### src/rtl/condicionador_botoes.sv
// condicionador_botoes: push-button conditioning for the stopwatch keys.
// Each channel runs a two-flop synchroniser and then a debounce FSM, and
// produces a clean pressed level plus one-cycle press, release and
// long-press pulses.
// Optional feature macro: AUTO_REPEAT_EN. When it is defined, hold_pulse
// repeats every REPEAT_CYCLES cycles after the first long-press pulse.
// When it is undefined, there is one hold_pulse per press.
//
// state        | meaning
// -------------+----------------------------------------------------------
// RELEASED     | key idle, key_level=0
// PRESS_WAIT   | synced key pressed, counting stability before acceptance
// PRESSED      | press accepted, key_level=1, hold timer running
// RELEASE_WAIT | synced key released, counting stability, key_level still 1

module condicionador_botoes #(
  parameter int NUM_BOTOES    = 3,
  parameter int STABLE_CYCLES = 500000,
  parameter int HOLD_CYCLES   = 50000000,
  parameter int REPEAT_CYCLES = 12500000
) (
  input  logic                  clock,
  input  logic                  reset_n,
  input  logic [NUM_BOTOES-1:0] key_n_in,
  output logic [NUM_BOTOES-1:0] key_level,
  output logic [NUM_BOTOES-1:0] press_pulse,
  output logic [NUM_BOTOES-1:0] release_pulse,
  output logic [NUM_BOTOES-1:0] hold_pulse
);

  localparam int CNT_W  = $clog2(STABLE_CYCLES);
  localparam int HOLD_W = $clog2(HOLD_CYCLES);

  localparam logic [CNT_W-1:0]  CNT_LAST  = CNT_W'(STABLE_CYCLES - 1);
  localparam logic [HOLD_W-1:0] HOLD_LAST = HOLD_W'(HOLD_CYCLES - 1);

`ifdef AUTO_REPEAT_EN
  localparam int REP_W = (REPEAT_CYCLES > 2) ? $clog2(REPEAT_CYCLES) : 1;
  localparam logic [REP_W-1:0] REP_LAST = REP_W'(REPEAT_CYCLES - 1);
`endif

  // Elaboration-time guard against parameter sets the counters cannot honour.
  if (STABLE_CYCLES < 2 || HOLD_CYCLES <= STABLE_CYCLES || REPEAT_CYCLES < 1) begin : g_param_check
    $error("condicionador_botoes: illegal STABLE/HOLD/REPEAT parameter combination");
  end

  typedef enum logic [1:0] {
    ST_RELEASED,
    ST_PRESS_WAIT,
    ST_PRESSED,
    ST_RELEASE_WAIT
  } estado_t;

  logic [NUM_BOTOES-1:0] sync_a;
  logic [NUM_BOTOES-1:0] sync_b;
  logic [NUM_BOTOES-1:0] sync_p;

  // Two-flop synchroniser; reset value 1 means "released" on the active-low input.
  always_ff @(posedge clock) begin
    if (!reset_n) begin
      sync_a <= '1;
      sync_b <= '1;
    end else begin
      sync_a <= key_n_in;
      sync_b <= sync_a;
    end
  end

  assign sync_p = ~sync_b;

  for (genvar i = 0; i < NUM_BOTOES; i++) begin : g_canal
    estado_t           estado_q, estado_d;
    logic [CNT_W-1:0]  cnt_q, cnt_d;
    logic [HOLD_W-1:0] hold_q, hold_d;
    logic              hold_done_q, hold_done_d;
    logic              level_q, level_d;
    logic              press_q, press_d;
    logic              rel_q, rel_d;
    logic              holdp_q, holdp_d;
`ifdef AUTO_REPEAT_EN
    logic [REP_W-1:0]  rep_q, rep_d;
`endif

    // State, counters and registered outputs of one channel.
    always_ff @(posedge clock) begin
      if (!reset_n) begin
        estado_q    <= ST_RELEASED;
        cnt_q       <= '0;
        hold_q      <= '0;
        hold_done_q <= 1'b0;
        level_q     <= 1'b0;
        press_q     <= 1'b0;
        rel_q       <= 1'b0;
        holdp_q     <= 1'b0;
`ifdef AUTO_REPEAT_EN
        rep_q       <= '0;
`endif
      end else begin
        estado_q    <= estado_d;
        cnt_q       <= cnt_d;
        hold_q      <= hold_d;
        hold_done_q <= hold_done_d;
        level_q     <= level_d;
        press_q     <= press_d;
        rel_q       <= rel_d;
        holdp_q     <= holdp_d;
`ifdef AUTO_REPEAT_EN
        rep_q       <= rep_d;
`endif
      end
    end

    // Next-state, debounce counting and long-press timing.
    always_comb begin
      estado_d    = estado_q;
      cnt_d       = cnt_q;
      hold_d      = hold_q;
      hold_done_d = hold_done_q;
      level_d     = level_q;
      press_d     = 1'b0;
      rel_d       = 1'b0;
      holdp_d     = 1'b0;
`ifdef AUTO_REPEAT_EN
      rep_d       = rep_q;
`endif

      // The hold timer keeps running through release bounces, so it is
      // evaluated for both "key considered down" states.
      if (estado_q == ST_PRESSED || estado_q == ST_RELEASE_WAIT) begin
        if (hold_q != HOLD_LAST) begin
          hold_d = hold_q + 1'b1;
        end
        if (hold_q == HOLD_LAST && !hold_done_q) begin
          holdp_d     = 1'b1;
          hold_done_d = 1'b1;
`ifdef AUTO_REPEAT_EN
          rep_d       = '0;
`endif
        end
`ifdef AUTO_REPEAT_EN
        else if (hold_done_q) begin
          if (rep_q == REP_LAST) begin
            holdp_d = 1'b1;
            rep_d   = '0;
          end else begin
            rep_d = rep_q + 1'b1;
          end
        end
`endif
      end

      case (estado_q)
        ST_RELEASED: begin
          level_d = 1'b0;
          if (sync_p[i]) begin
            estado_d = ST_PRESS_WAIT;
            cnt_d    = '0;
          end
        end
        ST_PRESS_WAIT: begin
          if (!sync_p[i]) begin
            estado_d = ST_RELEASED;
          end else if (cnt_q == CNT_LAST) begin
            estado_d    = ST_PRESSED;
            level_d     = 1'b1;
            press_d     = 1'b1;
            hold_d      = '0;
            hold_done_d = 1'b0;
          end else begin
            cnt_d = cnt_q + 1'b1;
          end
        end
        ST_PRESSED: begin
          level_d = 1'b1;
          if (!sync_p[i]) begin
            estado_d = ST_RELEASE_WAIT;
            cnt_d    = '0;
          end
        end
        ST_RELEASE_WAIT: begin
          level_d = 1'b1;
          if (sync_p[i]) begin
            estado_d = ST_PRESSED;
          end else if (cnt_q == CNT_LAST) begin
            estado_d    = ST_RELEASED;
            level_d     = 1'b0;
            rel_d       = 1'b1;
            holdp_d     = 1'b0;
            hold_done_d = 1'b0;
          end else begin
            cnt_d = cnt_q + 1'b1;
          end
        end
        default: begin
          estado_d = ST_RELEASED;
          level_d  = 1'b0;
        end
      endcase
    end

    assign key_level[i]     = level_q;
    assign press_pulse[i]   = press_q;
    assign release_pulse[i] = rel_q;
    assign hold_pulse[i]    = holdp_q;
  end

endmodule

### config.mk
export PLATFORM = sky130hd
export DESIGN_NAME = condicionador_botoes
export DESIGN_NICKNAME = d
export VERILOG_FILES = /design/src/rtl/condicionador_botoes.sv
export SDC_FILE = /design/constraint.sdc
export NUM_CORES = 1
export LEC_CHECK = 0
export ABC_CLOCK_PERIOD_IN_PS = 2300
export BUFFER_PORTS_ARGS = -buffer_cell sky130_fd_sc_hd__clkbuf_2
export CORE_MARGIN = 1
export CORE_UTILIZATION = 50
export CTS_CLUSTER_SIZE = 14
export DETAILED_ROUTE_END_ITERATION = 10
export PLACE_DENSITY = 0.68
export SYNTH_ARGS = -nofsm -noshare
export SYNTH_HDL_FRONTEND = slang
export SYNTH_SLANG_ARGS = --single-unit
### constraint.sdc
create_clock -name clock -period 2.3 [get_ports clock]
set_input_delay 0.575 -clock clock [delete_from_list [all_inputs] [get_ports clock]]
set_output_delay 0.575 -clock clock [all_outputs]
set_load 0.01 [all_outputs]
; ---- After elaboration in Yosys (flattened, before gate mapping)
; Cells that the tools add are included.
[totals]
regBits = 162
in_bits = 5
elab_cells = 208
[classes]
add_sub_neg = 6
n_eq_ne = 39
muxes = 105
bitwise_logic = 5
n_reduce_logical = 27
[ops]
columns = op, n
row1 = 26-bit two-way mux, 15
row2 = 19-bit two-way mux, 15
row3 = 19-bit case mux with 4 select lines, 3
row4 = "26-bit by 1-bit adder with 26-bit output, second input constant", 3
row5 = "26-bit equality test, second input constant", 3
row6 = "26-bit != test, second input constant", 3
row7 = "19-bit by 1-bit adder with 19-bit output, second input constant", 3
row8 = "19-bit equality test, second input constant", 3
row9 = 1-bit two-way mux, 45
row10 = 2-bit two-way mux, 18
row11 = "2-bit != test, second input constant", 15
row12 = 2-bit case mux with 4 select lines, 3
row13 = 4-bit AND reduction, 6
row14 = "2-bit equality test, second input constant", 6
row15 = 1-bit case mux with 4 select lines, 3
row16 = "3-bit by 2-bit != test with 1-bit output, second input constant", 3
row17 = "3-bit != test, second input constant", 3
row18 = 3-bit AND reduction, 3
row19 = 3-bit OR reduction, 3
row20 = "2-bit by 1-bit equality test with 1-bit output, second input constant", 3
row21 = 2-bit zero test, 3
row22 = 1-bit case mux with 2 select lines, 3
row23 = 2-bit AND reduction, 3
row24 = 1-bit NOT, 4
row25 = 4 further kinds, 10

; ---- Longest topological paths before layout
[logic_depth]
ltp_word = 7
ltp_mapped = 10
ltp_nobuf = 7

; ---- Least setup slack after synthesis
; No wires, ideal clock.
[synth_path]
path_kind = reg-to-reg
from = register (tool-made name)
to = register g_canal[2].cnt_q[14]
setup_ns = 0.072
arrival_ns = 2.252
required_time_ns = 2.228
slack_ns = -0.024
path_stages_with_launch = 10
n_path_buf = 2
cell_sequence = dfxtp_1 -> inv_1 -> ha_1 -> clkbuf_1 -> or3b_1 -> a21o_1 -> a21o_1 -> buf_2 -> or4_1 -> a21oi_1
[synth_lines]
columns = item, line_no
row1 = to (signal assigned), 100  ; cnt_q <= cnt_d;
row2 = to (decl), 73  ; logic [CNT_W-1:0] cnt_q, cnt_d;

; ---- Final worst setup path
[layout_path]
from = register g_canal[2].estado_q[0]
to = register g_canal[2].cnt_q[9]
[layout_between]
elab_chain_len = 3
[layout_rtl]
columns = item, line_no
row1 = from (decl), 72  ; estado_t estado_q, estado_d;
row2 = from (signal assigned), 99  ; estado_q <= estado_d;
row3 = 2-bit equality test (tied with other cells), 152  ; case (estado_q)
row4 = 2-bit != test (no source line), n/a
row5 = 4-bit AND reduction (no source line), n/a
; Several ways; a longest one is shown, not always the timed one.
; A chain may end at the register's enable or synchronous reset.

==> metrics.cfg <==
[final_layout]
fin_util=0.585
diodes=0
seq_area_um2=3240
drive_above_1_share=0.125
fin_nets=1042
layout.cells.non_filler=1243
multi_input_area_um2=4630
syn_to_final_growth_pct=13.9
nFillCells=1495

[floorplan]
pin_count=17
rows=46
die_w_um=130
design.die.area_um2=16900
placeableCoreArea_um2=15900
die_h_um=130
start_util=0.513

[global_route]
grt_pass1_wl_um=29300
grt_max_degree=27
grt_pass1_vias=6195
grt_use_total=0.216
antenna_found_initial=0
grt_overflow_total=0

[clock_tree]
cts_buffer_depth=2
cts_sinks=162
cts_buffers=17
h-tree-depth=4
clk_latency_ns=0.42
cts.clk_slew.worst_paths_ns=0.06
cts_tree=built
cts-hold-fix-buffers=0
root_buffer=clkbuf_16

[detailed_routing]
viasPerCell=5.64
antenna_left=0
drt-initial-drc-count=467
wl_um=17200
wl_per_cell_um=13.8
drc=0
vias=7011
first_pass_iters=5

[critical_path]
timing.reg2reg.setup_slack_ns=0.11
cp-end-kind=flop
cp_max_fo=6
cp-start-kind=flop
worstSetupPathType=flop to flop
worstPathArrival_ns=2.51
crit_required_ns=2.62

[placement]
dp_cells=1212
io_buffers=16
place.gp.congestion=0.807
post-dp-hpwl_um=12000

[logic_synthesis]
syn_avg_cell_area_um2=8.40
async_flop_share=0
synthCells=974
synth_common_cells=dfxtp_1, nor2_1, nand2_1, nand3_1, a21oi_1
synth_top_area_share=0.396
syn-num-nets=1000
synth-seq-cells=162
synthesis.yosys.warnings=0
syn_area_um2=8180
yosysMostFrequentCell=dfxtp_1
synth_top_flop_cell=dfxtp_1
synth_cell_types=62
synth_edf_count=0
seq_area_frac_synth=0.396
synthTopCellsByArea=dfxtp_1, nor2_1, xor2_1
synth.largest_area_cell=dfxtp_1

[worst_hold_path]
hold_path_class=input port to flop

[timing]
hold_viol=0
final.period_utilization=0.953
finClkSkew_ns=0.00883
worst_slew_margin_rel=0.596
tightest_slew_ns=0.601
finalSetupTns_ns=0
setup_viol=0
period_needed_ns=2.19
fmax_mhz=456
slew_viol_final=0

[run]
cap_violations=0

[pwr]
irDropWorstVdd_v=0.000562
powerDensity_nw_per_um2=708
power_leakage_nw=3.16
p_total_w=0.00660

[run_status]
status=completed

-- cells by family (layout without fill, tap and decap cells) --
logic type / count (synthesis) / in the layout / share of synthesized area
xor gates and xnor gates: 82 / 82 / 0.0878
muxes: 8 / 8 / 0.00994
AOI/OAI and AO/OA: 157 / 157 / 0.124
and+or+nand+nor: 472 / 472 / 0.307
DFF: 162 / 162 / 0.396
adders and majority gates: 21 / 21 / 0.0321
buffers and inverters: 72 / 125 / 0.0421
-- flip-flops by register name, indices dropped and copies added (netlist names), named ones only --
signal,flops
g_canal.hold_q,78
g_canal.hold_done_q,3
g_canal.press_q,3
sync_a,3
g_canal.holdp_q,3
g_canal.level_q,3
g_canal.estado_q,3
sync_b,3
g_canal.rel_q,3
g_canal.cnt_q,57
-- power by group --
part,internal (W),switching [W],total [W]
Clock,0.00165,0.00110,0.00274
Combinational,0.000369,0.000548,0.000917
Sequential,0.00287,0.0000685,0.00294
Total,0.00489,0.00171,0.00660
-- placed cells by master (no fill, tap or decap), types with 19 or more instances in the layout --
master / n
dfxtp_1: 161
nor2_1: 131
nand2_1: 69
buf_4: 52
nand3_1: 51
a21oi_1: 49
xor2_1: 44
o21ai_0: 39
xnor2_1: 38
nand4_1: 34
nor3_1: 29
or3_1: 26
inv_1: 23
ha_1: 19
-- cell type report --
type                       instances  area share
multi-input combinational        740       0.497
sequential                       162       0.348
tap                              216      0.0290
inverter                          24     0.00966
timing repair buffer              71      0.0560
clock inverter                     4     0.00510
clock buffer                      26      0.0557
-- metrics by stage --
stage                     setup slack [ns]  cell area, µm²  hold WS (ns)
after floorplan                     0.0107            8180         0.386
after global placement               0.110            8710         0.394
after detailed placement            0.0690            8710         0.392
after CTS                           0.0444            9280         0.320
after global routing              -0.00306            9320         0.320
final                                0.108            9320         0.330
-- critical path, cell delays in order (launching register included) --
cell       delay, ns
dfxtp_2         0.32
buf_4           0.14
ha_2            0.18
or3_4           0.41
buf_6           0.14
a2111oi_4       0.49
and3_1          0.24
xnor2_1         0.11
nor2_1          0.05
-- metal layers --
layer  GRT usage  vias to the layer above  routed length (µm)
met5           0                        -                   0
met4      0.0643                        0                 205
met3      0.0463                       17                 492
met2       0.328                      100                7610
met1       0.305                     3284                8900
li1            -                     3610                   -
-- what timing repair did --
action | 4_1_cts | 5_1_grt
gates resized for setup | 0 | 10
hold endpoints to repair | 0 | 0
endpoints found under the setup margin | 0 | 15
setup buffers | 0 | 1
-- worst paths after layout --
path	startpoint	to	cells past startpoint
setup / recovery	g_canal[2].estado_q[0]	g_canal[2].cnt_q[9]	8
hold / removal	key_n_in[1]	sync_a[1]	2
hold reg to reg	sync_a[1]	sync_b[1]	1
setup reg to reg	g_canal[2].estado_q[0]	g_canal[2].cnt_q[9]	8
No activity file was read; power rests on OpenSTA's default activity.
